[src/rtl/pipe_skid_reg.sv]
// Pipeline stage register between decode and execute.
// Holds up to two entries (main + skid) so that in_ready can be
// registered and carry no combinational path from out_ready.
// With SKID_EN=0 it degrades to a single register whose in_ready
// passes the downstream stall through combinationally.
module pipe_skid_reg #(
    parameter int DATA_W  = 224,
    parameter int PC_W    = 64,
    parameter int INST_W  = 32,
    parameter int SKID_EN = 1
) (
    input  logic              clk,
    input  logic              rst,
    input  logic              flush,
    input  logic              in_valid,
    output logic              in_ready,
    input  logic [DATA_W-1:0] in_data,
    input  logic [PC_W-1:0]   in_pc,
    input  logic [INST_W-1:0] in_inst,
    output logic              out_valid,
    input  logic              out_ready,
    output logic [DATA_W-1:0] out_data,
    output logic [PC_W-1:0]   out_pc,
    output logic [INST_W-1:0] out_inst,
    output logic [1:0]        count
);

    typedef enum logic [1:0] {
        EMPTY = 2'd0,
        ONE   = 2'd1,
        FULL  = 2'd2
    } state_t;

    state_t state, state_nxt;

    logic [DATA_W-1:0] main_data, skid_data;
    logic [PC_W-1:0]   main_pc,   skid_pc;
    logic [INST_W-1:0] main_inst, skid_inst;

    logic in_fire, out_fire;
    logic ld_main_in, ld_main_skid, ld_skid;

    assign in_fire  = in_valid & in_ready;
    assign out_fire = out_valid & out_ready;

    assign out_valid = (state != EMPTY);
    assign out_data  = main_data;
    assign out_pc    = main_pc;
    assign out_inst  = main_inst;
    assign count     = {state == FULL, state == ONE};

    // Ready generation: registered in skid mode, pass-through otherwise
    generate
        if (SKID_EN != 0) begin : g_skid_rdy
            logic rdy_q;
            // Ready for next cycle is known from next state alone
            always_ff @(posedge clk or posedge rst) begin
                if (rst) rdy_q <= 1'b1;
                else     rdy_q <= (state_nxt != FULL);
            end
            assign in_ready = rdy_q;
        end else begin : g_flow_rdy
            assign in_ready = (state == EMPTY) | out_ready;
        end
    endgenerate

    // State register
    always_ff @(posedge clk or posedge rst) begin
        if (rst) state <= EMPTY;
        else     state <= state_nxt;
    end

    // Next-state and payload load selection; flush drops everything,
    // including an entry handed over in the same cycle
    always_comb begin
        state_nxt    = state;
        ld_main_in   = 1'b0;
        ld_main_skid = 1'b0;
        ld_skid      = 1'b0;
        if (flush) begin
            state_nxt = EMPTY;
        end else begin
            case (state)
                EMPTY: begin
                    if (in_fire) begin
                        state_nxt  = ONE;
                        ld_main_in = 1'b1;
                    end
                end
                ONE: begin
                    if (in_fire && out_fire) begin
                        ld_main_in = 1'b1;
                    end else if (out_fire) begin
                        state_nxt = EMPTY;
                    end else if (in_fire && SKID_EN != 0) begin
                        state_nxt = FULL;
                        ld_skid   = 1'b1;
                    end
                end
                FULL: begin
                    if (out_fire) begin
                        state_nxt    = ONE;
                        ld_main_skid = 1'b1;
                    end
                end
                default: state_nxt = EMPTY;
            endcase
        end
    end

    // Main entry: loaded from input or promoted from skid
    always_ff @(posedge clk or posedge rst) begin
        if (rst) begin
            main_data <= '0;
            main_pc   <= '0;
            main_inst <= '0;
        end else if (ld_main_in) begin
            main_data <= in_data;
            main_pc   <= in_pc;
            main_inst <= in_inst;
        end else if (ld_main_skid) begin
            main_data <= skid_data;
            main_pc   <= skid_pc;
            main_inst <= skid_inst;
        end
    end

    // Skid entry: catches the entry accepted while main is stalled
    always_ff @(posedge clk or posedge rst) begin
        if (rst) begin
            skid_data <= '0;
            skid_pc   <= '0;
            skid_inst <= '0;
        end else if (ld_skid) begin
            skid_data <= in_data;
            skid_pc   <= in_pc;
            skid_inst <= in_inst;
        end
    end

endmodule

[config.mk]
export PLATFORM = sky130hd
export DESIGN_NAME = pipe_skid_reg
export DESIGN_NICKNAME = d
export VERILOG_FILES = /design/src/rtl/pipe_skid_reg.sv
export SDC_FILE = /design/constraint.sdc
export NUM_CORES = 1
export LEC_CHECK = 0
export ABC_CLOCK_PERIOD_IN_PS = 66200
export CAP_MARGIN = 20
export CORE_AREA = 2 2 252 254
export CTS_CLUSTER_DIAMETER = 30
export DETAILED_ROUTE_END_ITERATION = 12
export DIE_AREA = 0 0 254 256
export PLACE_DENSITY = 0.8
export SLEW_MARGIN = 5
export SYNTH_ARGS = -nofsm -noshare
export SYNTH_HDL_FRONTEND = slang
export SYNTH_SLANG_ARGS = --single-unit
[constraint.sdc]
create_clock -name clk -period 66.2 [get_ports clk]
set_input_delay 9.93 -clock clk [delete_from_list [all_inputs] [get_ports clk]]
set_output_delay 9.93 -clock clk [all_outputs]
set_load 0.02 [all_outputs]
# == Word-level counts from Yosys, hierarchy flattened ==
# Index checks and enable logic that the tools add are counted.
# classes
eq_ne,3
bitwise_logic,2
mux,24
reduce_logical,4
# ops
cell,count
224-bit 2-to-1 mux,2
64-bit 2-to-1 mux,2
32-bit 2-to-1 mux,2
2-bit 2-to-1 mux,6
1-bit 2-to-1 mux,10
2-bit case mux with 3 select lines,1
2-bit nonzero test,2
1-bit AND,2
2-bit by 1-bit == test with 1-bit output (second input constant),1
2-bit == test (second input constant),1
2-bit zero test,1
2-bit != test (second input constant),1
1-bit case mux with 2 select lines,1
1-bit logical AND,1
# totals
in_bits,325
wordCells,41
out_inout_bits,324
ff_bits,643

# == Logic depth before layout (Yosys ltp) ==
# Gate-level depths: netlist (run 1).
# depth
ltp_word,7
mapped_depth,7
ltp_nobuf,3

# == Worst setup path before layout (run 1) ==
# Ideal clock, no wire load.
# synth_path
path_kind,input port to flip-flop
from,input flush
to,register main_data[0] (netlist: out_data[0])
cell_stages,7
required_ps,66074
setup_ps,126
n_path_buf,4
path_slack_ps,55001
arrival_ps,11073
path_cell_list,and4bb_1 > buf_2 > a21oi_2 > buf_2 > buf_4 > buf_4 > a221o_1
# synth_via
elab_chain_cells,2
word_cells_on_any_way,4
classes_between,mux: 3; reduce/logical: 1
# synth_lines
item,line_no,source
from (decl),14,"input logic flush,"
1-bit 2-to-1 mux,80,if (flush) begin
224-bit 2-to-1 mux / 2-bit nonzero test (equally long branches),n/a,
to (signal assigned),118,main_data <= in_data;
to (signal assigned),122,main_data <= skid_data;
to (decl),36,"logic [DATA_W-1:0] main_data, skid_data;"
# Parallel ways exist; a longest one is shown, timed or not.
# A chain may end at the register's enable or synchronous reset.

# == Final worst setup path (run 1) ==
# layout_path
from,input flush
to,register main_data[52] (netlist: out_data[52])
# The elaborated chain is that of the path after synthesis.

==> flow_metrics.env, run 1 <==
export IMPL_endpoint="out_data[52]"
export IMPL_seq_area_frac_synth_pct=61.5
export IMPL_reg2reg_from="state[1]"
export IMPL_cp_slowest_cell="buf_4"
export IMPL_cap_violations=0
export IMPL_drc_errors=0
export IMPL_grtUsageTotal_pct=23.1
export IMPL_violations="slew limit"
export IMPL_chipWidth_um=254
export IMPL_worstSetupStartpointType="input pin"
export IMPL_relSlewSlack_pct=-22.0
export IMPL_grt_max_degree=281
export IMPL_p_int_mw=1.10
export IMPL_slowest_delay_ns=0.90
export IMPL_cts_tree="yes"
export IMPL_setup_violations=0
export IMPL_start_util_pct=41.9
export IMPL_place_ws_ns=51.99
export IMPL_arrival_ns=13.98
export IMPL_port_buffers=648
export IMPL_syn_area_um2=26200
export IMPL_clkLatencyLatePin_ns=0.68
export IMPL_num_rows=92
export IMPL_crit_type="in2reg"
export IMPL_yosys_cell_types_count=24
export IMPL_yosys_warnings=0
export IMPL_vdd_drop_max_mv=0.0272
export IMPL_wire_per_inst_um=22.6
export IMPL_grt_pass1_vias=20100
export IMPL_cp_cell_sequence="clkdlybuf4s50_1 -> and4bb_4 -> a21oi_4 -> buf_4 -> buf_4 -> buf_4 -> a221o_1"
export IMPL_cts_hold_buffers=0
export IMPL_switching_power_mw=0.406
export IMPL_fmax_ghz=0.0748
export IMPL_slew_viol_final=155
export IMPL_clk_pin_slew_worst_paths_ns=0.05
export IMPL_crit_fanout=88
export IMPL_root_buffer="clkbuf_16"
export IMPL_synth_top_area_share_pct=61.4
export IMPL_worstMarginPinSlew_ns=1.83
export IMPL_overflow=0
export IMPL_min_period_over_period_pct=20.2
export IMPL_first_iter_violations=1291
export IMPL_fin_util_pct=60.2
export IMPL_pwr_share_clk_pct=45.6
export IMPL_ff_latch_area_um2=16100
export IMPL_postCtsSetupBuffers=0
export IMPL_status="complete, but fails checks"
export IMPL_netlist_instances=1768
export IMPL_clock_sinks=643
export IMPL_grt_antenna_before_repair=12
export IMPL_crit_path_end_kind="flop"
export IMPL_timing_final_crit_period_ns=13.37
export IMPL_power_leakage_nw=16.5
export IMPL_hold_slack_ns=0.493
export IMPL_ys_ff_latch=643
export IMPL_ant_nets=0
export IMPL_reg2reg_to="out_data[52]"
export IMPL_coreArea_um2=62400
export IMPL_nFillCells=4614
export IMPL_required_ns=66.80
export IMPL_post_drt_via_cell_ratio=5.49
export IMPL_r2r_slack_ns=62.17
export IMPL_min_path_type="reg2reg"
export IMPL_hpwlAfterDp_um=46700
export IMPL_finalHoldViolations=0
export IMPL_crit_top_cell="buf_4"
export IMPL_firstDrtPassIters=6
export IMPL_layout_drive_gt1_share_pct=22.8
export IMPL_nets=2754
export IMPL_avgSynthCellArea_um2=14.8
export IMPL_grt_first_pass_wirelength_um=118000
export IMPL_power_total_mw=1.51
export IMPL_async_flop_share_pct=100
export IMPL_critPathLaunch="flush"
export IMPL_p_per_area_nw_per_um2=40.1
export IMPL_clk_path_buf_depth=3
export IMPL_h_tree_depth=4
export IMPL_synth_edff_count=0
export IMPL_ctsResizeCount=0
export IMPL_tns_ns=0
export IMPL_dieHeight_um=256
export IMPL_synth_area_leaders="dfrtp_1, mux2_2, a221o_1"
export IMPL_pwr_share_comb_pct=18.3
export IMPL_io_pins=649
export IMPL_gp_congestion=0.836
export IMPL_finalWirelength_um=76700
export IMPL_p_seq_share_pct=36.2
export IMPL_synth_main_ff_cell="dfrtp_1"
export IMPL_multi_input_area_um2=8950
export IMPL_reg2regPathDepth=6
export IMPL_vias=18700
export IMPL_synth_fp_nets=2093
export IMPL_dieArea_um2=65000
export IMPL_synth_top_cell_by_area="dfrtp_1"
export IMPL_setup_slack_ns=52.83
export IMPL_cts_inserted_buffers=134
export IMPL_syn2layout_area_growth_pct=43.7
export IMPL_rsz0062_at_grt="no"
export IMPL_clock_skew_ns=0.0198
export IMPL_p_sw_share_pct=26.9
-- Yosys cell counts (2+ instances only) --
library cell and n:
a211oi_1 2, buf_4 12, nand2b_1 2, a221o_1 318, nand2_1 3, mux2i_1 2
clkbuf_1 37, o21ai_0 2, buf_6 67, mux2_2 320, and2_1 319, buf_2 27
inv_1 4, dfrtp_1 642, nand3_1 2
-- cell usage in the layout, fill, tap and decap left out, types with 2 or more instances in the layout --
master and instances:
a221o_1 318, buf_16 3, clkinv_16 2, nand2_1 3, inv_6 9, clkinv_8 4, nand3_1 2, clkinv_4 12
mux2i_1 2, inv_1 3, o21ai_0 2, buf_12 2, dfrtp_1 642, and2_1 318, inv_16 3, clkdlybuf4s50_1 648
clkbuf_8 21, clkbuf_1 15, and4bb_4 2, diode_2 11, clkinv_2 22, clkbuf_16 137, bufinv_16 13, a211oi_1 2
clkinvlp_4 9, buf_4 15, mux2_2 320
-- logic make-up (layout without fill, tap and decap cells) --
family                 after synthesis  count (layout)  share of synthesized area (%)
buffers and inverters              147             919                           4.33
XOR/XNOR                             1               1                         0.0335
multiplexers                       322             322                           13.9
AO/OA/AOI/OAI                      325             325                           12.4
AND/OR/NAND/NOR                    330             330                           7.91
flip-flops                         643             643                           61.5
other                                0              11                              0
-- registers in the layout, summed over array words and instances (netlist names) --
name,cells
in_ready,1
out_pc,64
skid_data,224
state,2
out_data,224
skid_pc,64
skid_inst,32
out_inst,32
-- stage by stage --
| stage | cells | instance area [um^2] |
|---|---|---|
| after floorplan | 1768 | 26200 |
| after global placement | 3136 | 32800 |
| after detailed placement | 3136 | 32800 |
| after CTS | 3383 | 37500 |
| after global routing | 3396 | 37600 |
| final | 3397 | 37600 |
-- worst min-delay path by stage --
stage                    from              to  slack, ns  cells past startpoint
2_1_floorplan    skid_data[0]    skid_data[0]       0.47                      1
3_3_place_gp    skid_data[12]   skid_data[12]       0.48                      1
3_5_place_dp    skid_data[92]   skid_data[92]       0.48                      1
4_1_cts        skid_data[171]  skid_data[171]       0.49                      1
5_1_grt         skid_data[16]   skid_data[16]       0.50                      1
6_report          skid_pc[21]     skid_pc[21]       0.49                      1
-- metal layers --
metal | track usage, % | part of all wire [%]
met1 | 27.7 | 38
met2 | 36.9 | 49
met3 | 7.03 | 7.6
met4 | 13.1 | 4.8
met5 | 0 | 0.017
-- layout make-up --
class | instances | share of cell area, %
inverter | 4 | 0.0599
tap | 846 | 2.82
multi-input combinational | 978 | 23.8
timing repair buffer | 668 | 17.9
clock inverter | 74 | 2.49
clock buffer | 173 | 10.0
sequential | 643 | 42.8
antenna | 11 | 0.0732
-- worst max-delay path, delay by kind of cell --
family / cells / cell delay (ns)
buffers and inverters: 4 / 2.90
and+or+nand+nor: 1 / 0.37
AOI/OAI and AO/OA: 2 / 0.57
-- power groups by stage --
stage,combinational [mW],sequential (mW),clock [mW]
2_1_floorplan,0.107,0.577,0
3_3_place_gp,0.265,0.539,0
3_5_place_dp,0.274,0.545,0
4_1_cts,0.277,0.543,0.695
5_1_grt,0.290,0.555,0.716
6_report,0.275,0.545,0.686
No activity file was read; power rests on OpenSTA's default activity.
==> run 2, diff against run 1 <==
--- a/config.mk
+++ b/config.mk
@@ -5,13 +5,13 @@
 export SDC_FILE = /design/constraint.sdc
 export NUM_CORES = 1
 export LEC_CHECK = 0
-export ABC_CLOCK_PERIOD_IN_PS = 66200
+export ABC_CLOCK_PERIOD_IN_PS = 12150
 export CAP_MARGIN = 20
 export CORE_AREA = 2 2 252 254
 export CTS_CLUSTER_DIAMETER = 30
 export DETAILED_ROUTE_END_ITERATION = 12
 export DIE_AREA = 0 0 254 256
-export PLACE_DENSITY = 0.8
+export PLACE_DENSITY = 0.83
 export SLEW_MARGIN = 5
 export SYNTH_ARGS = -nofsm -noshare
 export SYNTH_HDL_FRONTEND = slang
==> constraint.sdc (replaced) <==
create_clock -name clk -period 12.15 [get_ports clk]
set_input_delay 1.8225 -clock clk [delete_from_list [all_inputs] [get_ports clk]]
set_output_delay 1.8225 -clock clk [all_outputs]
set_load 0.02 [all_outputs]
==> run 2 against run 1 <==
Effect of this change: the flow now finishes without violations; die area stayed put; sequential share of layout area hardly changed; sequential power grew to 5.5 times the previous value; flip-flop and latch count stayed put; via count is 0.25% higher; largest power group unchanged.
==> flow_metrics.env, run 2 (synthesis gave the netlist of run 1 again) <==
export IMPL_multi_input_area_um2=8950
export IMPL_min_path_type="reg2reg"
export IMPL_p_per_area_nw_per_um2=219
export IMPL_finalHoldViolations=0
export IMPL_dieArea_um2=65000
export IMPL_crit_path_end_kind="flop"
export IMPL_chipWidth_um=254
export IMPL_worstSetupStartpointType="input pin"
export IMPL_cp_cell_sequence="clkdlybuf4s50_1 -> nand2b_1 -> and2_4 -> buf_4 -> buf_4 -> a221o_1"
export IMPL_grt_max_degree=185
export IMPL_cts_hold_buffers=0
export IMPL_cts_tree="yes"
export IMPL_worstMarginPinSlew_ns=1.36
export IMPL_slew_viol_final=0
export IMPL_crit_top_cell="buf_4"
export IMPL_hpwlAfterDp_um=46500
export IMPL_ctsResizeCount=0
export IMPL_ff_latch_area_um2=16100
export IMPL_port_buffers=648
export IMPL_overflow=0
export IMPL_nFillCells=4505
export IMPL_vdd_drop_max_mv=0.151
export IMPL_arrival_ns=5.66
export IMPL_cap_violations=0
export IMPL_grt_first_pass_wirelength_um=118000
export IMPL_firstDrtPassIters=7
export IMPL_clk_path_buf_depth=3
export IMPL_clk_pin_slew_worst_paths_ns=0.05
export IMPL_slowest_delay_ns=0.88
export IMPL_dp_cells=3138
export IMPL_start_util_pct=41.9
export IMPL_root_buffer="clkbuf_16"
export IMPL_vias=18700
export IMPL_clock_skew_ns=0.0211
export IMPL_syn2layout_area_growth_pct=43.8
export IMPL_cp_slowest_cell="buf_4"
export IMPL_num_rows=92
export IMPL_hold_slack_ns=0.488
export IMPL_wire_per_inst_um=22.6
export IMPL_fin_util_pct=60.3
export IMPL_crit_fanout=87
export IMPL_post_drt_via_cell_ratio=5.51
export IMPL_rsz0062_at_grt="no"
export IMPL_drc_errors=0
export IMPL_setup_violations=0
export IMPL_tns_ns=0
export IMPL_required_ns=12.76
export IMPL_status="completed"
export IMPL_coreArea_um2=62400
export IMPL_io_pins=649
export IMPL_instances_no_fill=3393
export IMPL_cts_inserted_buffers=131
export IMPL_grt_pass1_vias=20500
export IMPL_final_common_cell="clkdlybuf4s50_1"
export IMPL_finalWirelength_um=76500
export IMPL_nets=2754
export IMPL_final_cell_mix="clkdlybuf4s50_1, dfrtp_1, mux2_2"
export IMPL_crit_type="in2reg"
export IMPL_relSlewSlack_pct=9.24
export IMPL_first_iter_violations=1356
export IMPL_grtUsageTotal_pct=23.1
export IMPL_worst_path_buf_inv=3
export IMPL_fmax_ghz=0.198
export IMPL_crit_family="buffers and inverters"
export IMPL_h_tree_depth=4
export IMPL_timing_final_crit_period_ns=5.05
export IMPL_gp_congestion=0.823
export IMPL_dieHeight_um=256
export IMPL_clkLatencyLatePin_ns=0.68
export IMPL_postCtsSetupBuffers=0
export IMPL_clock_sinks=643
export IMPL_grt_antenna_before_repair=14
export IMPL_min_period_over_period_pct=41.5
export IMPL_ant_nets=0
export IMPL_power_total_mw=8.23
export IMPL_layout_drive_gt1_share_pct=22.7
export IMPL_power_leakage_nw=16.4
run 2: changes by cell type in the layout (fill, tap and decap cells not counted), moves of 2 or more:
| cell | before | now |
|---|---|---|
| clkinv_4 | 12 | 6 |
| clkinvlp_4 | 9 | 18 |
| bufinv_16 | 13 | 19 |
| clkbuf_8 | 21 | 15 |
| clkinv_8 | 4 | 1 |
| clkinv_2 | 22 | 17 |
| clkbuf_1 | 15 | 10 |
| diode_2 | 11 | 15 |
| clkinv_16 | 2 | 0 |
| inv_6 | 9 | 11 |
run 2: area by class of cell:
| class | count | area share [%] |
|---|---|---|
| repair buffers | 671 | 18.0 |
| well taps | 846 | 2.82 |
| diodes | 15 | 0.0998 |
| clock inverters | 75 | 2.71 |
| flip-flops and latches | 643 | 42.8 |
| inverters | 4 | 0.0499 |
| multi-input cells | 978 | 23.8 |
| clock buffers | 161 | 9.70 |
run 2: per-layer routing:
metal	GRT usage, %	share of wire, %
met5	0	0
met4	14.4	5.6
met3	6.65	6.9
met2	37.8	50
met1	26.7	37
run 2: per-stage QoR:
step | instance area [um^2] | worst slack [ns]
floorplan | 26200 | 1.54
global placement | 32800 | 6.72
detailed placement | 32800 | 6.62
CTS | 37500 | 7.28
global route | 37600 | 7.04
finish | 37600 | 7.10
run 2: power by group:
part / switching (mW) / total [mW] / internal [mW]
logic: 0.671 / 1.50 / 0.830
registers: 0.299 / 2.98 / 2.68
clock network: 1.20 / 3.75 / 2.54
run 2: worst paths after layout:
kind,end,start,slack (ns),depth (start not counted)
min,skid_pc[10],skid_pc[10],0.49,1
max in group asynchronous,out_inst[6],rst,7.83,5
max,out_data[47],out_ready,7.10,6
min in group asynchronous,out_data[120],rst,1.65,2
max reg2reg,out_data[47],state[1],8.38,5
min reg2reg,skid_pc[10],skid_pc[10],0.49,1
